==> src/rtl/hdmi_island_scheduler.sv <==
// HDMI data-island scheduler: once per blanked line, grants up to MAX_PKTS packet
// slots to the ACR / audio sample / AVI infoframe / audio infoframe builders.
module hdmi_island_scheduler #(
   parameter int PKT_CYCLES    = 32,
   parameter int MAX_PKTS      = 2,
   parameter int ISLAND_OFFSET = 0
) (
   input  logic       i_pixclk,
   input  logic       i_reset,
   input  logic       i_hSync,
   input  logic       i_blank,
   input  logic       i_enable,
   input  logic [3:0] i_req,
   output logic [3:0] o_grant,
   output logic       o_pkt_start,
   output logic       o_island,
   output logic [1:0] o_slot,
   output logic       o_abort
);

   localparam logic [1:0] ST_IDLE = 2'd0;
   localparam logic [1:0] ST_WAIT = 2'd1;
   localparam logic [1:0] ST_ARB  = 2'd2;
   localparam logic [1:0] ST_SLOT = 2'd3;

   localparam logic [7:0] SLOT_LAST = 8'(PKT_CYCLES - 1);
   localparam logic [7:0] OFFSET    = 8'(ISLAND_OFFSET);
   localparam logic [2:0] MAX_SLOTS = 3'(MAX_PKTS);

   // Fixed priority audio sample > ACR, then the two infoframes by round-robin (rr=0 favours AVI).
   function automatic logic [3:0] pick(input logic [3:0] avail, input logic rr);
      logic [3:0] g;
      if (avail[1]) begin
         g = 4'b0010;
      end else if (avail[0]) begin
         g = 4'b0001;
      end else if (avail[2] && avail[3]) begin
         g = rr ? 4'b1000 : 4'b0100;
      end else if (avail[2]) begin
         g = 4'b0100;
      end else if (avail[3]) begin
         g = 4'b1000;
      end else begin
         g = 4'b0000;
      end
      return g;
   endfunction

   logic [1:0] state_q, state_d;
   logic [7:0] cnt_q, cnt_d;
   logic [3:0] served_q, served_d;
   logic       rr_q, rr_d;
   logic       hs_q, hs_d;
   logic       armed_q, armed_d;
   logic [3:0] grant_q, grant_d;
   logic       start_q, start_d;
   logic       island_q, island_d;
   logic [1:0] slot_q, slot_d;
   logic       abort_q, abort_d;

   logic       hs_edge_s;
   logic       trigger_s;
   logic [3:0] avail_s;
   logic [3:0] pick_s;
   logic       more_s;

   // Next-state logic: line trigger, offset wait, arbitration, slot timing and abort.
   always_comb begin
      hs_edge_s = (i_hSync != hs_q);
      trigger_s = hs_edge_s && i_blank && i_enable && armed_q;
      avail_s   = i_req & ~served_q;
      pick_s    = pick(avail_s, rr_q);
      more_s    = (({1'b0, slot_q} + 3'd1) < MAX_SLOTS) && i_enable && (avail_s != 4'b0000);

      state_d  = state_q;
      cnt_d    = cnt_q;
      served_d = served_q;
      rr_d     = rr_q;
      hs_d     = i_hSync;
      grant_d  = grant_q;
      start_d  = 1'b0;
      island_d = island_q;
      slot_d   = slot_q;
      abort_d  = 1'b0;

      // Edges within one blanking period alternate trigger / partner edge.
      if (!i_blank) begin
         armed_d = 1'b1;
      end else if (hs_edge_s) begin
         armed_d = ~armed_q;
      end else begin
         armed_d = armed_q;
      end

      if ((state_q != ST_IDLE) && !i_blank) begin
         abort_d  = (state_q == ST_SLOT);
         state_d  = ST_IDLE;
         cnt_d    = 8'd0;
         grant_d  = 4'b0000;
         island_d = 1'b0;
         slot_d   = 2'd0;
      end else begin
         case (state_q)
            ST_IDLE: begin
               if (trigger_s) begin
                  state_d  = ST_WAIT;
                  cnt_d    = OFFSET;
                  served_d = 4'b0000;
               end else begin
                  state_d  = ST_IDLE;
               end
            end
            ST_WAIT: begin
               if (cnt_q == 8'd0) begin
                  state_d = ST_ARB;
               end else begin
                  cnt_d   = cnt_q - 8'd1;
               end
            end
            ST_ARB: begin
               if (i_enable && (avail_s != 4'b0000)) begin
                  state_d  = ST_SLOT;
                  cnt_d    = SLOT_LAST;
                  grant_d  = pick_s;
                  served_d = served_q | pick_s;
                  start_d  = 1'b1;
                  island_d = 1'b1;
                  slot_d   = 2'd0;
               end else begin
                  state_d  = ST_IDLE;
               end
            end
            ST_SLOT: begin
               if (cnt_q != 8'd0) begin
                  cnt_d = cnt_q - 8'd1;
               end else begin
                  // Pointer moves only once an infoframe slot completes, so an aborted one retries.
                  if (grant_q[2] || grant_q[3]) begin
                     rr_d = ~rr_q;
                  end else begin
                     rr_d = rr_q;
                  end
                  if (more_s) begin
                     cnt_d    = SLOT_LAST;
                     grant_d  = pick_s;
                     served_d = served_q | pick_s;
                     start_d  = 1'b1;
                     slot_d   = slot_q + 2'd1;
                  end else begin
                     state_d  = ST_IDLE;
                     grant_d  = 4'b0000;
                     island_d = 1'b0;
                     slot_d   = 2'd0;
                  end
               end
            end
            default: begin
               state_d  = ST_IDLE;
               grant_d  = 4'b0000;
               island_d = 1'b0;
               slot_d   = 2'd0;
            end
         endcase
      end
   end

   // State and registered outputs; async reset clears everything, pointer back to AVI.
   always_ff @(posedge i_pixclk or posedge i_reset) begin
      if (i_reset) begin
         state_q  <= ST_IDLE;
         cnt_q    <= 8'd0;
         served_q <= 4'b0000;
         rr_q     <= 1'b0;
         hs_q     <= 1'b0;
         armed_q  <= 1'b1;
         grant_q  <= 4'b0000;
         start_q  <= 1'b0;
         island_q <= 1'b0;
         slot_q   <= 2'd0;
         abort_q  <= 1'b0;
      end else begin
         state_q  <= state_d;
         cnt_q    <= cnt_d;
         served_q <= served_d;
         rr_q     <= rr_d;
         hs_q     <= hs_d;
         armed_q  <= armed_d;
         grant_q  <= grant_d;
         start_q  <= start_d;
         island_q <= island_d;
         slot_q   <= slot_d;
         abort_q  <= abort_d;
      end
   end

   assign o_grant     = grant_q;
   assign o_pkt_start = start_q;
   assign o_island    = island_q;
   assign o_slot      = slot_q;
   assign o_abort     = abort_q;

endmodule
==> config.mk <==
export PLATFORM = sky130hd
export DESIGN_NAME = hdmi_island_scheduler
export DESIGN_NICKNAME = d
export VERILOG_FILES = /design/src/rtl/hdmi_island_scheduler.sv
export SDC_FILE = /design/constraint.sdc
export NUM_CORES = 1
export LEC_CHECK = 0
export BUFFER_PORTS_ARGS = -buffer_cell sky130_fd_sc_hd__buf_2
export CORE_MARGIN = 2
export CORE_UTILIZATION = 36
export DETAILED_ROUTE_END_ITERATION = 16
export PLACE_DENSITY_LB_ADDON = 0.3
export SETUP_SLACK_MARGIN = 0.3
export SYNTH_ARGS = -nofsm -noshare
export SYNTH_HDL_FRONTEND = slang
export SYNTH_SLANG_ARGS = --single-unit
==> constraint.sdc <==
create_clock -name i_pixclk -period 1.9 [get_ports i_pixclk]
set_input_delay 0.38 -clock i_pixclk [delete_from_list [all_inputs] [get_ports i_pixclk]]
set_output_delay 0.38 -clock i_pixclk [all_outputs]
set_load 0.01 [all_outputs]
# ---- Word-level counts from Yosys, hierarchy flattened
# Index checks and enable logic that the tools add are counted.
dict set report totals {
  ff_bits 26
  latch_bits 0
  mem_bits_rw 0
  mem_bits_ro 0
  inputBits 9
  wordCells 109
  memories 0
}
dict set report op_classes {
  add_sub_neg 3
  multipliers 0
  n_div 0
  magnitude_cmp 1
  n_eq_ne 16
  n_shift 0
  mux 48
  n_bitwise 7
  reduce_logical 23
}
# cell n
set op_table {}
lappend op_table {{$mux W4} 14}
lappend op_table {{$mux W8} 6}
lappend op_table {{$pmux W8 S4} 1}
lappend op_table {{$mux W2} 9}
lappend op_table {{$ne A3 B3 Y1 const B} 6}
lappend op_table {{$mux W1} 12}
lappend op_table {{$pmux W4 S3} 1}
lappend op_table {{$reduce_and A4 Y1} 3}
lappend op_table {{$logic_and A1 B1 Y1} 8}
lappend op_table {{$logic_not A8 Y1} 1}
lappend op_table {{$ne A2 B2 Y1 const B} 4}
lappend op_table {{$pmux W2 S4} 1}
lappend op_table {{$pmux W4 S2} 1}
lappend op_table {{$reduce_bool A8 Y1} 1}
lappend op_table {{$sub A8 B1 Y8 const B} 1}
lappend op_table {{$reduce_and A3 Y1} 2}
lappend op_table {{$reduce_and A6 Y1} 1}
lappend op_table {{$reduce_bool A3 Y1} 2}
lappend op_table {{$and A4 B4 Y4} 1}
lappend op_table {{$eq A2 B2 Y1 const B} 2}
lappend op_table {{$ne A4 B3 Y1 const B} 1}
lappend op_table {{$not A1 Y1} 4}
lappend op_table {{$not A4 Y4} 1}
lappend op_table {{$or A4 B4 Y4} 1}
lappend op_table {{other kinds (13)} 14}

# ---- Longest topological paths before layout
# Gate-level depths: netlist of run 1.
dict set report logic_depth {
  word_depth 11
  mapped_depth 7
  mapped_depth_nobuf 7
}

# ---- Worst setup path after synthesis of run 1
# Ideal clock, no wire load.
dict set report synth_timing {
  path_type {reg2reg}
  start {register cnt_q[0]}
  end {register slot_q[0], in the netlist o_slot[0]}
  t_arrival_ps 1702
  setup_slack_ps 73
  stages_incl_launch_ff 8
  period_less_slack_ps 1827
  cell_sequence {dfrtp_1 > inv_1 > ha_1 > nor4b_4 > nand2_1 > a21oi_2 > o22ai_4 > mux2_4}
}
dict set report synth_between {
  elab_chain_cells 3
}
# item line
set synth_lines {}
lappend synth_lines {{from (decl)} 50} ;# logic [7:0] cnt_q, cnt_d;
lappend synth_lines {{from (signal assigned)} 183} ;# cnt_q <= cnt_d;
lappend synth_lines {{$reduce_bool A8 Y1} 134} ;# if (cnt_q != 8'd0) begin
lappend synth_lines {{$ne A3 B3 Y1 (no source line)} n/a}
lappend synth_lines {{$reduce_and A3 Y1 (no source line)} n/a}
lappend synth_lines {{to (signal assigned)} 191} ;# slot_q <= slot_d;
lappend synth_lines {{to (decl)} 58} ;# logic [1:0] slot_q, slot_d;
# No other way between the ends.
# A chain may end at the register's enable or synchronous reset.

# ---- Worst setup path after layout of run 1
dict set report layout_timing {
  start {register served_q[1]}
  end {register cnt_q[2]}
}
dict set report layout_between {
  elab_chain_cells 6
}
# item line
set layout_lines {}
lappend layout_lines {{from (decl)} 51} ;# logic [3:0] served_q, served_d;
lappend layout_lines {{from (signal assigned)} 184} ;# served_q <= served_d;
lappend layout_lines {{$not A4 Y4 *} 71} ;# avail_s = i_req & ~served_q;
lappend layout_lines {{$and A4 B4 Y4 *} 71}
lappend layout_lines {{$reduce_bool A4 Y1 *} {73, 121}}
lappend layout_lines {{$logic_and A1 B1 Y1, on equally long branches} {73, 121}}
lappend layout_lines {{$ne A4 B3 Y1 (no source line) or $ne A3 B3 Y1 (tied branches)} n/a}
lappend layout_lines {{$reduce_and A4 Y1 (no source line) *} n/a}
# Every way passes the cells marked *; elsewhere a longest branch is shown, timed or not.

==> results of run 1 <==
-- worst max-delay path: stages (launching register included) --
cell      delay, ns
dfrtp_1        0.36
and2b_2        0.26
o41ai_4        0.32
buf_4          0.20
a211oi_4       0.06
buf_4          0.15
buf_6          0.10
a221o_2        0.28
-- state kept, by name, summed over array words and instances, names as in the netlist --
signal	flops
cnt_q	8
o_grant	4
served_q	4
o_slot	2
state_q	2
armed_q	1
hs_q	1
o_abort	1
o_island	1
o_pkt_start	1
rr_q	1
-- repair_timing --
item | 4_1_cts | 5_1_grt
pin swaps | 15 | 14
setup endpoints to repair | 22 | 23
setup buffers | 5 | 7
gates resized for setup | 15 | 22
-- cell families (layout without fill, tap and decap cells) --
kind of cell    Yosys count  after routing  share of synthesized area
compound gates           40             40                      0.227
xor+xnor                  4              4                     0.0235
fa+ha+maj                 3              3                     0.0252
buf+inv                  18             64                     0.0520
flops                    26             26                      0.437
mux                       3              3                     0.0268
simple gates             56             56                      0.208
-- report_power, final --
part / internal, uW / switching [uW]
registers: 677 / 140
logic: 986 / 1050
clock network: 150 / 175
total: 1810 / 1360
-- per-layer routing --
layer / up-vias / global-route usage / share of wire
met5: - / 0 / 0
met2: 40 / 0.285 / 0.50
li1: 630 / - / -
met1: 624 / 0.219 / 0.44
met3: 9 / 0.0296 / 0.040
met4: 0 / 0.0675 / 0.023
-- stage by stage --
step	area [um^2]	std cells	utilization	TNS, ns	hold WS (ns)
6_report	2080	246	0.521	0	0.150
5_1_grt	2080	246	0.521	-0.0306	0.180
4_1_cts	1930	239	0.482	0	0.157
3_5_place_dp	1780	230	0.445	0	0.453
3_3_place_gp	1780	230	0.445	0	0.451
2_1_floorplan	1540	150	-	0	0.411
-- cell usage after synthesis, drive strengths merged (2+ instances only) --
cell,instances
dfrtp,25
inv,13
nand2,13
nand3,9
a21oi,8
nor2,8
o21ai,6
nor3,5
o22ai,5
nand2b,4
nor2b,4
xnor2,4
a21o,3
a2bb2oi,3
and3,3
buf,3
ha,3
o211ai,3
a22o,2
and2,2
clkbuf,2
mux2,2
nand4,2
-- worst paths after layout --
kind / slack, ns / from / cells past startpoint / end
setup / recovery: 0.05 / served_q[1] / 7 / cnt_q[2]
setup reg to reg: 0.05 / served_q[1] / 7 / cnt_q[2]
hold reg to reg: 0.50 / served_q[3] / 2 / served_q[3]
max in group asynchronous: 1.45 / i_reset / 3 / armed_q
hold / removal: 0.15 / i_reset / 3 / served_q[3]
min in group i_pixclk: 0.23 / i_hSync / 1 / hs_q
-- area by class of cell --
class	instances	area share
multi-input cells	106	0.453
flip-flops and latches	26	0.313
well taps	50	0.0300
inverters	13	0.0234
clock buffers	4	0.0216
repair buffers	47	0.160
==> reports/metrics.yaml, run 1 <==
timing:
  min_period_ns: 1.85
  clock_skew_ns: 0.00314
  fmax_mhz: 542
  finalMaxSlewViolations: 0
  worst_slew_pin_slew_ns: 0.382
  slew_headroom: 0.743
  rsz0062_at_grt: "yes"
  post-route-period-util: 0.971
  finalHoldViolCount: 0
  timing.final.ws_setup_ns: 0.0546
  setup_viol: 0
global_routing:
  antenna_found_initial: 0
  grt_pass1_vias: 1271
  grt_pass1_wl_um: 5860
  overflow: 0
  grt_util_all_layers: 0.171
  grt_max_degree: 27
clock_tree:
  htreeDepth: 1
  clockRootBuffer: "clkbuf_8"
  cts_buffers: 3
  clock_sinks: 26
  cts.path.max_buffers: 2
  clkTransAtPathRegs_ns: 0.09
  clk_latency_ns: 0.27
  cts_tree: "done"
  cts_hold_buf: 0
floorplan:
  num_rows: 23
  core-area_um2: 4000
  io_pins: 18
  dieArea_um2: 4670
  dieHeight_um: 68.4
  die_w_um: 68.4
  start_util: 0.373
logic_synthesis:
  syn-num-nets: 162
  synth-seq-cells: 26
  synth_top_area_cell: "dfrtp_1"
  ys_seq_area_frac: 0.437
  synth.avg_cell_area_um2: 9.94
  async_flop_share: 1.00
  synth_cell_types: 49
  ys_warn_count: 0
  synthFlopType: "dfrtp_1"
  yosys-top-cells-area: "dfrtp_1, inv_1, nand2_1"
  synth_edf_count: 0
  synth.top_cell.area_share: 0.419
  syn_area_um2: 1490
  syn_inst: 150
critical_path:
  cp-start-kind: "flip-flop"
  critPathKind: "flip-flop to flip-flop"
  cp_max_fo: 6
  arrival_ns: 2.01
  critPathRequiredTime_ns: 2.07
  end_kind: "flip-flop"
place:
  hpwlAfterDp_um: 2560
  place_congestion: 0.886
  post-place-ws_ns: 0.0153
  port_buffers: 17
power:
  p_leak_uw: 0.000971
  vdd_ir_drop_max_uv: 695
  powerDensity_nw_per_um2: 1520
  power_uw: 3180
final_layout:
  final_nets: 209
  n_antenna_cell: 0
  nFillCells: 339
  regArea_um2: 652
  syn2layout_area_growth_pct: 39.8
  drive_above_1_share: 0.469
  multiInputGateArea_um2: 943
  layout_common_cells: "dfrtp_1, buf_4, buf_2"
run_status:
  status: "complete, no violations"
run:
  maxCapViolations: 0
worst_hold_path:
  holdCritPathClass: "input pin to async pin"
route:
  viasPerCell: 5.30
  wl_um: 3770
  initialDrtViolationCount: 61
  vias: 1303
  detail-route-antenna-nets: 0
  wire_per_inst_um: 15.3
  first_pass_iters: 4
  remaining_drc_errors: 0
Note: power is estimated with default switching activity, not from simulation.
==> run 2, diff against run 1 <==
CORE_ASPECT_RATIO = 0.8   (was unset)
GPL_TIMING_DRIVEN = 1   (was unset)
REMOVE_ABC_BUFFERS = 1   (was unset)
==> run 2 against run 1 <==
Compared with the run above:
- clock skew hardly changed
- first-iteration DRC count fell by 20%
- sequential share of layout area down 1.3 points
- count of clock-buffer cells in the layout unchanged
- worst hold slack got worse by 0.0016 ns
- largest cell class unchanged
- largest power group unchanged
==> reports/metrics.yaml, run 2 (synthesis results as in run 1) <==
timing:
  rsz0062_at_grt: "yes"  # unchanged
  setup_viol: 0  # unchanged
  worst_slew_pin_slew_ns: 0.385  # was 0.382 ns
  clock_skew_ns: 0.00341  # was 0.00314 ns
  min_period_ns: 1.80  # was 1.85 ns
  finalHoldViolCount: 0  # unchanged
  fmax_mhz: 556  # was 542 MHz
  finalMaxSlewViolations: 0  # unchanged
  timing.final.ws_setup_ns: 0.0998  # was 0.0546 ns
  slew_headroom: 0.743  # about the same
  post-route-period-util: 0.947  # was 0.971
final_layout:
  largest_reg_flops: 8  # unchanged
  top_register: "cnt_q"  # unchanged
  layout_commonest_cell: "dfrtp_1"
  nFillCells: 346  # was 339
  final_area_um2: 2180  # was 2080 um^2
  drive_above_1_share: 0.510  # was 0.469
  syn2layout_area_growth_pct: 46.0  # was 39.8%
  layout_common_cells: "dfrtp_1, buf_4, buf_2"  # unchanged
  final_nets: 217  # was 209
  n_antenna_cell: 0  # unchanged
global_routing:
  grt_pass1_wl_um: 6870  # was 5860 um
  grt_util_all_layers: 0.191  # was 0.171
  overflow: 0  # unchanged
  grt_pass1_vias: 1429  # was 1271
  grt_max_degree: 27  # unchanged
  antenna_found_initial: 0  # unchanged
place:
  port_buffers: 17  # unchanged
  placed_cell_area_um2: 1790  # was 1780 um^2
  hpwlAfterDp_um: 2670  # was 2560 um
  place_congestion: 0.901  # was 0.886
  post-place-ws_ns: -0.122  # was 0.0153 ns
route:
  remaining_drc_errors: 0  # unchanged
  first_pass_iters: 4  # unchanged
  initialDrtViolationCount: 49  # was 61
  wl_um: 4110  # was 3770 um
  detail-route-antenna-nets: 0  # unchanged
  viasPerCell: 5.20  # was 5.30
  wire_per_inst_um: 15.9  # was 15.3 um
  vias: 1346  # was 1303
critical_path:
  critPathKind: "flip-flop to flip-flop"  # unchanged
  end_kind: "flip-flop"  # unchanged
  arrival_ns: 1.97  # was 2.01 ns
  cp_max_fo: 4  # was 6
  cp-start-kind: "flip-flop"  # unchanged
  critPathRequiredTime_ns: 2.07  # about the same
clock_tree:
  cts_hold_buf: 0  # unchanged
  cts_buffers: 3  # unchanged
  htreeDepth: 1  # unchanged
  clkTransAtPathRegs_ns: 0.09  # about the same
  cts.path.max_buffers: 2  # unchanged
  cts_tree: "done"  # unchanged
  clock_sinks: 26  # unchanged
  clockRootBuffer: "clkbuf_8"  # unchanged
  clk_latency_ns: 0.27  # about the same
floorplan:
  dieArea_um2: 4680  # was 4670 um^2
  core-area_um2: 3880  # was 4000 um^2
  io_pins: 18  # unchanged
  start_util: 0.385  # was 0.373
  die_w_um: 76.0  # was 68.4 um
  num_rows: 20  # was 23
  dieHeight_um: 61.6  # was 68.4 um
worst_hold_path:
  holdCritPathClass: "input pin to async pin"  # unchanged
power:
  vdd_ir_drop_max_uv: 1020  # was 695 uV
  p_leak_uw: 0.00102  # was 0.000971 uW
  powerDensity_nw_per_um2: 1590  # was 1520 nW/um^2
run:
  maxCapViolations: 0  # unchanged
run_status:
  status: "complete, no violations"  # unchanged
[run 2: changes by cell type in the layout (fill, tap and decap cells not counted), moves of 2 or more]
cell / previous run / this run
o22ai_2: 1 / 3
a2bb2oi_1: 0 / 2
a2bb2oi_2: 3 / 1
buf_6: 4 / 14
nand2_2: 0 / 2
o22ai_1: 3 / 1
[run 2: path summary, 6_finish.rpt]
check | slack (ns) | cells past startpoint | start | end
max | 0.1 | 9 | cnt_q[0] | o_grant[3]
min | 0.15 | 3 | i_reset | served_q[0]
max reg2reg | 0.1 | 9 | cnt_q[0] | o_grant[3]
min reg2reg | 0.50 | 1 | o_grant[0] | o_grant[0]
max in group asynchronous | 1.45 | 3 | i_reset | armed_q
min in group i_pixclk | 0.23 | 1 | i_hSync | hs_q
[run 2: layout make-up]
cell class	instances	area, um^2	share of cell area
Sequential cell	26	652	0.299
Multi-Input combinational cell	106	930	0.427
Clock buffer	4	55.1	0.0253
Tap cell	55	68.8	0.0316
Inverter	13	48.8	0.0224
Timing Repair Buffer	55	423	0.194
[run 2: critical path, cell delays in order, from the launching register on]
cell and delay, ns:
dfrtp_1 0.41, inv_2 0.09, ha_4 0.12, nor4b_4 0.19
buf_6 0.17, nand2_4 0.08, a21oi_4 0.19, o22ai_4 0.13
buf_6 0.14, a21bo_2 0.18
[run 2: what timing repair did]
action | 4_1_cts | 5_1_grt
endpoints found under the setup margin | 23 | 23
pin swaps | 21 | 11
setup buffers | 15 | 0
gates resized for setup | 41 | 14
[run 2: layer usage]
metal,part of all wire,GRT usage,vias up
met5,0,0,-
met4,0.020,0.0597,0
met3,0.031,0.0381,11
met2,0.49,0.346,29
met1,0.46,0.239,660
li1,-,-,646
[run 2: stage by stage]
stage / std cells / utilization / total power [uW] / hold WS [ns] / setup TNS [ns]
finish: 259 / 0.561 / 3470 / 0.148 / 0
global route: 259 / 0.561 / 3710 / 0.183 / 0
CTS: 259 / 0.545 / 3220 / 0.163 / 0
detailed placement: 240 / 0.461 / 2330 / 0.457 / -0.507
global placement: 240 / 0.461 / 2290 / 0.447 / -0.0328
floorplan: 145 / - / 1720 / 0.411 / 0
[run 2: report_power, final]
part           internal [uW]  leakage (uW)  total, uW  switching [uW]
logic                   1160      0.000645       2290            1130
clock network            185     0.0000288        356             170
registers                677      0.000349        823             147
